===== config.mk =====
export PLATFORM = sky130hd
export DESIGN_NAME = adsr_envelope
export DESIGN_NICKNAME = d
export VERILOG_FILES = /design/src/rtl/synth_pkg.sv /design/src/rtl/env_vca.sv /design/src/rtl/adsr_envelope.sv
export SDC_FILE = /design/constraint.sdc
export NUM_CORES = 2
export LEC_CHECK = 0
export CAP_MARGIN = 20
export CORE_MARGIN = 2
export CORE_UTILIZATION = 30
export CTS_CLUSTER_DIAMETER = 60
export DETAILED_ROUTE_END_ITERATION = 6
export SLEW_MARGIN = 40
export SYNTH_ARGS = -nofsm -noshare
export SYNTH_HDL_FRONTEND = slang
export SYNTH_SLANG_ARGS = --single-unit

===== constraint.sdc =====
create_clock -name clk -period 8.4 [get_ports clk]
set_input_delay 2.52 -clock clk [delete_from_list [all_inputs] [get_ports clk]]
set_output_delay 2.52 -clock clk [all_outputs]
set_load 0.05 [all_outputs]

===== src/rtl/synth_pkg.sv =====
// Shared definitions for the voice synthesis blocks.
// Holds the envelope state encoding and the default width constants used by
// adsr_envelope and its VCA sub-module.
package synth_pkg;

   localparam int ENV_WIDTH_DEFAULT  = 16;
   localparam int DATA_WIDTH_DEFAULT = 32;

   typedef enum logic [2:0] {
      IDLE    = 3'd0,
      ATTACK  = 3'd1,
      DECAY   = 3'd2,
      SUSTAIN = 3'd3,
      RELEASE = 3'd4
   } env_state_t;

endpackage


===== src/rtl/env_vca.sv =====
// env_vca: two-stage signed gain stage applying the envelope level to a sample.
//   clk, rst      : clock, synchronous active-high reset (clears both stages)
//   data_in       : signed oscillator sample
//   env_in        : unsigned envelope level, treated as a gain of env_in/2^ENV_WIDTH
//   data_out      : signed scaled sample, 2 clk after data_in/env_in
module env_vca #(
   parameter int DATA_WIDTH = 32,
   parameter int ENV_WIDTH  = 16
) (
   input  logic                         clk,
   input  logic                         rst,
   input  logic signed [DATA_WIDTH-1:0] data_in,
   input  logic        [ENV_WIDTH-1:0]  env_in,
   output logic signed [DATA_WIDTH-1:0] data_out
);

   localparam int PW = DATA_WIDTH + ENV_WIDTH + 1;

   logic signed [PW-1:0]         w_din_ext;
   logic signed [PW-1:0]         w_gain_ext;
   logic signed [PW-1:0]         r_prod;
   logic signed [DATA_WIDTH-1:0] r_out;
   logic                         w_unused_bits;

   // Gain is zero-extended so the level is always a non-negative multiplier.
   assign w_din_ext  = {{(ENV_WIDTH + 1){data_in[DATA_WIDTH-1]}}, data_in};
   assign w_gain_ext = {{(DATA_WIDTH + 1){1'b0}}, env_in};

   // Gain is strictly below 1, so the shifted product always fits DATA_WIDTH;
   // the fraction bits and the redundant sign bit are simply dropped.
   assign w_unused_bits = ^{r_prod[ENV_WIDTH-1:0], r_prod[PW-1]};

   always_ff @(posedge clk) begin
      if (rst) begin
         r_prod <= '0;
         r_out  <= '0;
      end else begin
         r_prod <= w_din_ext * w_gain_ext;
         r_out  <= r_prod[DATA_WIDTH+ENV_WIDTH-1:ENV_WIDTH];
      end
   end

   assign data_out = r_out;

endmodule


===== src/rtl/adsr_envelope.sv =====
// adsr_envelope: per-voice ADSR envelope generator feeding a VCA.
//   clk, rst       : clock, synchronous active-high reset (aborts note, no tail)
//   step_in        : one-cycle sample tick; envelope advances only on ticks
//   gate_in        : note held (1) / released (0)
//   attack_step    : level increment per tick in ATTACK (0 = instant)
//   decay_step     : level decrement per tick in DECAY (0 = instant)
//   sustain_level  : SUSTAIN level, tracked live
//   release_step   : level decrement per tick in RELEASE (0 = instant)
//   data_in        : signed oscillator sample
//   data_out       : enveloped sample, 2 clk after data_in/env_out
//   env_out        : current envelope level
//   active_out     : 1 when not IDLE, one clk behind the state
//
// state   | meaning
// IDLE    | silent, level held at 0
// ATTACK  | rising toward ENV_MAX by attack_step per tick
// DECAY   | falling toward sustain_level by decay_step per tick
// SUSTAIN | level follows sustain_level while gate is held
// RELEASE | falling toward 0 by release_step per tick
module adsr_envelope
   import synth_pkg::*;
#(
   parameter int DATA_WIDTH = DATA_WIDTH_DEFAULT,
   parameter int ENV_WIDTH  = ENV_WIDTH_DEFAULT
) (
   input  logic                         clk,
   input  logic                         rst,
   input  logic                         step_in,
   input  logic                         gate_in,
   input  logic        [ENV_WIDTH-1:0]  attack_step,
   input  logic        [ENV_WIDTH-1:0]  decay_step,
   input  logic        [ENV_WIDTH-1:0]  sustain_level,
   input  logic        [ENV_WIDTH-1:0]  release_step,
   input  logic signed [DATA_WIDTH-1:0] data_in,
   output logic signed [DATA_WIDTH-1:0] data_out,
   output logic        [ENV_WIDTH-1:0]  env_out,
   output logic                         active_out
);

   localparam logic [ENV_WIDTH-1:0] ENV_MAX = '1;

   env_state_t           r_state;
   logic [ENV_WIDTH-1:0] r_level;
   logic                 r_active;

   // One extra bit so neither the attack sum nor the decay floor can wrap.
   logic [ENV_WIDTH:0] w_attack_sum;
   logic [ENV_WIDTH:0] w_decay_floor;

   assign w_attack_sum  = {1'b0, r_level} + {1'b0, attack_step};
   assign w_decay_floor = {1'b0, sustain_level} + {1'b0, decay_step};

   // Gate changes take precedence over threshold moves; entering ATTACK or
   // RELEASE keeps the current level so retriggers and releases are smooth.
   always_ff @(posedge clk) begin
      if (rst) begin
         r_state  <= IDLE;
         r_level  <= '0;
         r_active <= 1'b0;
      end else begin
         r_active <= (r_state != IDLE);
         if (step_in) begin
            case (r_state)
               IDLE: begin
                  if (gate_in) r_state <= ATTACK;
                  else         r_level <= '0;
               end
               ATTACK: begin
                  if (!gate_in) begin
                     r_state <= RELEASE;
                  end else if ((attack_step == '0) || (w_attack_sum >= {1'b0, ENV_MAX})) begin
                     r_level <= ENV_MAX;
                     r_state <= DECAY;
                  end else begin
                     r_level <= w_attack_sum[ENV_WIDTH-1:0];
                  end
               end
               DECAY: begin
                  // Also catches sustain_level raised above the current level.
                  if (!gate_in) begin
                     r_state <= RELEASE;
                  end else if ((decay_step == '0) || ({1'b0, r_level} <= w_decay_floor)) begin
                     r_level <= sustain_level;
                     r_state <= SUSTAIN;
                  end else begin
                     r_level <= r_level - decay_step;
                  end
               end
               SUSTAIN: begin
                  if (!gate_in) r_state <= RELEASE;
                  else          r_level <= sustain_level;
               end
               RELEASE: begin
                  if (gate_in) begin
                     r_state <= ATTACK;
                  end else if ((release_step == '0) || (r_level <= release_step)) begin
                     r_level <= '0;
                     r_state <= IDLE;
                  end else begin
                     r_level <= r_level - release_step;
                  end
               end
               default: begin
                  r_state <= IDLE;
                  r_level <= '0;
               end
            endcase
         end
      end
   end

   assign env_out    = r_level;
   assign active_out = r_active;

   env_vca #(
      .DATA_WIDTH (DATA_WIDTH),
      .ENV_WIDTH  (ENV_WIDTH)
   ) u_vca (
      .clk      (clk),
      .rst      (rst),
      .data_in  (data_in),
      .env_in   (r_level),
      .data_out (data_out)
   );

endmodule


==> impl_results.md <==
* Status: finished clean
* Die height at ~280 um
* Starting Density at 0.303
* Final core utilization at 0.368
* Synth Cell Area at 23500 um^2
* Syn Inst Count at between 2000 and 3000
* Largest net degree at the start of global routing at 57
* Die span in x at 284 um
* Area leader, netlist: fa_1
* Hold WC Path Type: reg -> reg
* Initial antenna violation count at 2
* R2R depth at 22
* Drt wl/cell at 16.6 um
* EDFF count, synth at 0
* CTS Sinks at 84
* Layout fillers at 7981
* Reg-to-reg slack, setup at 1.66 ns
* Hpwl dp at 55.9 mm
* DRC marker count from the first detailed-route iteration at 881
* Hold Violations, Final at 0
* Mapped Nets at between 3000 and 4000
* Vias/cell at 4.65
* First-pass GRT wire length at 110 mm
* Top cell by count, worst path: fa_1
* Critical path fanouts, max at 12
* Worst EP arrival at 8.52 ns
* Clk buf depth at 2
* GRT Resource Usage Total at 0.173
* Post-CTS Hold Fix Bufs at 0
* DR pass1 iterations at 5
* CTS buffer count at 9
* Total congestion overflow at 0
* Slowest stage delay, CP at 0.60 ns
* Compound-Gate Fraction of Synth Area at 0.0888
* Crit Path Class: in -> reg
* Unique masters post-synth at 69
* Crit path max-delay cell type: fa_1
* Share of the synthesized area in the top cell type at 0.415
* Gpl congestion at 0.882
* Ports at 149
* Number of remaining DRC errors at 0
* VDD IR max at between 0.1 and 0.15 mV
* Cells along the critical path: dlygate4sd2_1, buf_6, and2_1, fa_1, fa_1, fa_1, fa_1, fa_1, inv_1, fa_1, inv_1, ha_4, a21oi_2, o21ai_4, a2111oi_4, a21oi_4, a31oi_4, buf_6, o31a_1, a21boi_2, o31a_1, nor3_1
* Clock Tree Root: clkbuf_16
* I/O Buffers at 148
* Avg Cell Area, Syn at 8.67 um^2
* Post-synth top cells: 605 x inv_1, 486 x fa_1, 359 x nand2_1
* Area delta synth->final at 21.6%
* Main combinational cell family by area after synthesis: adder cells
* CTS H-tree lvls at 3
* Share of layout cells above drive strength 1 at 0.119
* R2R Path End: u_vca.r_prod[43]$_SDFF_PP0_
* Dominant cell by count in the synthesized netlist: inv_1
* Number of synthesis warnings at 0
* Post-synthesis simple-gate area fraction at 0.171
* Pwr dens at 48.1 nW/um^2
* Vias in the first global route at 20300
* Reg clk slew, reported paths at around 0.07 ns
* Die area at 80500 um^2
* Main synth FF type: dfxtp_1
* Core area at roughly 77000 um^2
* Hold Crit Depth at 1
* Adder-Cell Fraction of Synth Area at 0.516
* Final Max Tran Viols at 0
* Post-route ant nets at 0
* Layout Nets at 3771
* MaxCap Viol Count at 0
* Crit-path leading delay family: adder cells
* Seq cells post-synth at 84
* Asr flop ratio synth at 0
* WHS at 0.438 ns
* Register area share after synthesis at 0.0716
* Ranking of synthesized cells by area: fa_1 41%, ha_1 10%, inv_1 9.7%, dfxtp_1 7.2%, and2_1 6.1%
* Reg2reg start: env_out[10]$_SDFFE_PP0P_
* CTS tree: done
* DRT Wirelength at 67.1 mm
* Slew @ Worst Pin at 0.825 ns
* Fin crit share at 0.976
* Layout Skew at 0.0210 ns
* Worst EP required at 8.72 ns
* Hold EP: u_vca.data_out[0]$_SDFF_PP0_
* Mux share of post-synthesis cell area at 0.00522
* Max Clk Rate at 122 MHz
* Later-pin clock latency in the skew report at 0.41 ns
* Vias at 18800
* Pleak at roughly 14 nW
* Post-layout min period at roughly 8.2 ns
* Crit path launch type: input port
* XOR/XNOR share of the synthesized area at 0.0328
* Final setup violating endpoints at 0
* Critical Path End Type: register
* CP bufs+invs at 5
* Num rows at 102
* Slew margin rel. at 0.449
* Hold Startpoint: u_vca.r_prod[16]$_SDFF_PP0_
power breakdown:
group          switching (W)  internal (W)  leakage (nW)  total, W
Combinational       0.000284      0.000225          13.5  0.000509
Sequential        0.00000947      0.000408         0.682  0.000417
Clock               0.000211      0.000235         0.152  0.000446
worst max path at each step:
| stage | startpoint | endpoint | slack, ns | depth (start not counted) |
|---|---|---|---|---|
| 2_1_floorplan | data_in[15] | u_vca.r_prod[47]$_SDFF_PP0_ | 0.08 | 22 |
| 3_3_place_gp | data_in[6] | u_vca.r_prod[43]$_SDFF_PP0_ | -0.95 | 26 |
| 3_5_place_dp | data_in[6] | u_vca.r_prod[43]$_SDFF_PP0_ | -1.00 | 26 |
| 4_1_cts | data_in[10] | u_vca.r_prod[43]$_SDFF_PP0_ | 0.001 | 26 |
| 5_1_grt | data_in[4] | u_vca.r_prod[43]$_SDFF_PP0_ | -0.004 | 24 |
| 6_report | data_in[14] | u_vca.r_prod[46]$_SDFF_PP0_ | 0.20 | 22 |
cell families after synthesis:
group	Yosys count
buffers and inverters	710
AO/OA/AOI/OAI	312
multiplexers	12
XOR/XNOR	88
AND/OR/NAND/NOR	823
flip-flops	84
adder cells (fa/ha/maj)	677
per-layer routing:
layer	global-route usage	share of wire	wire (um)
met3	0.0261	0.049	3310
met1	0.213	0.41	27800
met4	0.0726	0.040	2690
met5	0	0	0
met2	0.300	0.50	33300
sequential cells by signal, summed over array words and instances (netlist names):
name,flops
u_vca.data_out,32
r_state,3
active_out,1
u_vca.r_prod,32
env_out,16
placed cells by master, fill, tap and decap left out, drive strengths merged, types with 6 or more instances in the layout:
master and n:
inv 608, fa 486, nand2 359, buf 234
and2 229, ha 191, clkdlybuf4s50 125, a21oi 95
nor2 85, dfxtp 84, o21ai 56, xnor2 53
nor2b 46, a21o 41, xor2 35, nor3 20
nand4 18, nor4 16, o21a 14, a221oi 14
nand3 14, clkbuf 14, a211oi 12, nand2b 10
mux2i 10, dlymetal6s2s 10, a31oi 10, dlygate4sd2 8
o221ai 8, and3 7, o21bai 7, or2 7
o211ai 6, a2111oi 6
layout make-up:
| class | count | area (um^2) | share of cell area |
|---|---|---|---|
| flip-flops and latches | 84 | 1690 | 0.0593 |
| clock inverters | 7 | 81.3 | 0.00285 |
| multi-input cells | 1912 | 19500 | 0.684 |
| diodes | 2 | 5.00 | 0.000175 |
| clock buffers | 9 | 225 | 0.00789 |
| well taps | 1040 | 1300 | 0.0456 |
| inverters | 605 | 2270 | 0.0796 |
| repair buffers | 382 | 3440 | 0.121 |
what timing repair did:
action	4_1_cts	5_1_grt
cloned	1	2
resized for setup	67	75
pin swaps	44	49
endpoints found under the setup margin	23	19
buffers inserted	4	14
per-stage QoR:
step	power [W]	TNS (ns)	instance area (um^2)	setup slack, ns	std cells
global placement	0.000913	-17.56	27600	-0.946	4003
CTS	0.00139	0	28200	0.00123	4024
detailed placement	0.000914	-18.62	27600	-1.00	4003
finish	0.00137	0	28500	0.199	4041
global route	0.00146	-0.00828	28500	-0.00436	4040
floorplan	0.000691	0	23500	0.0835	2706
(Power assumes the default switching activity.)
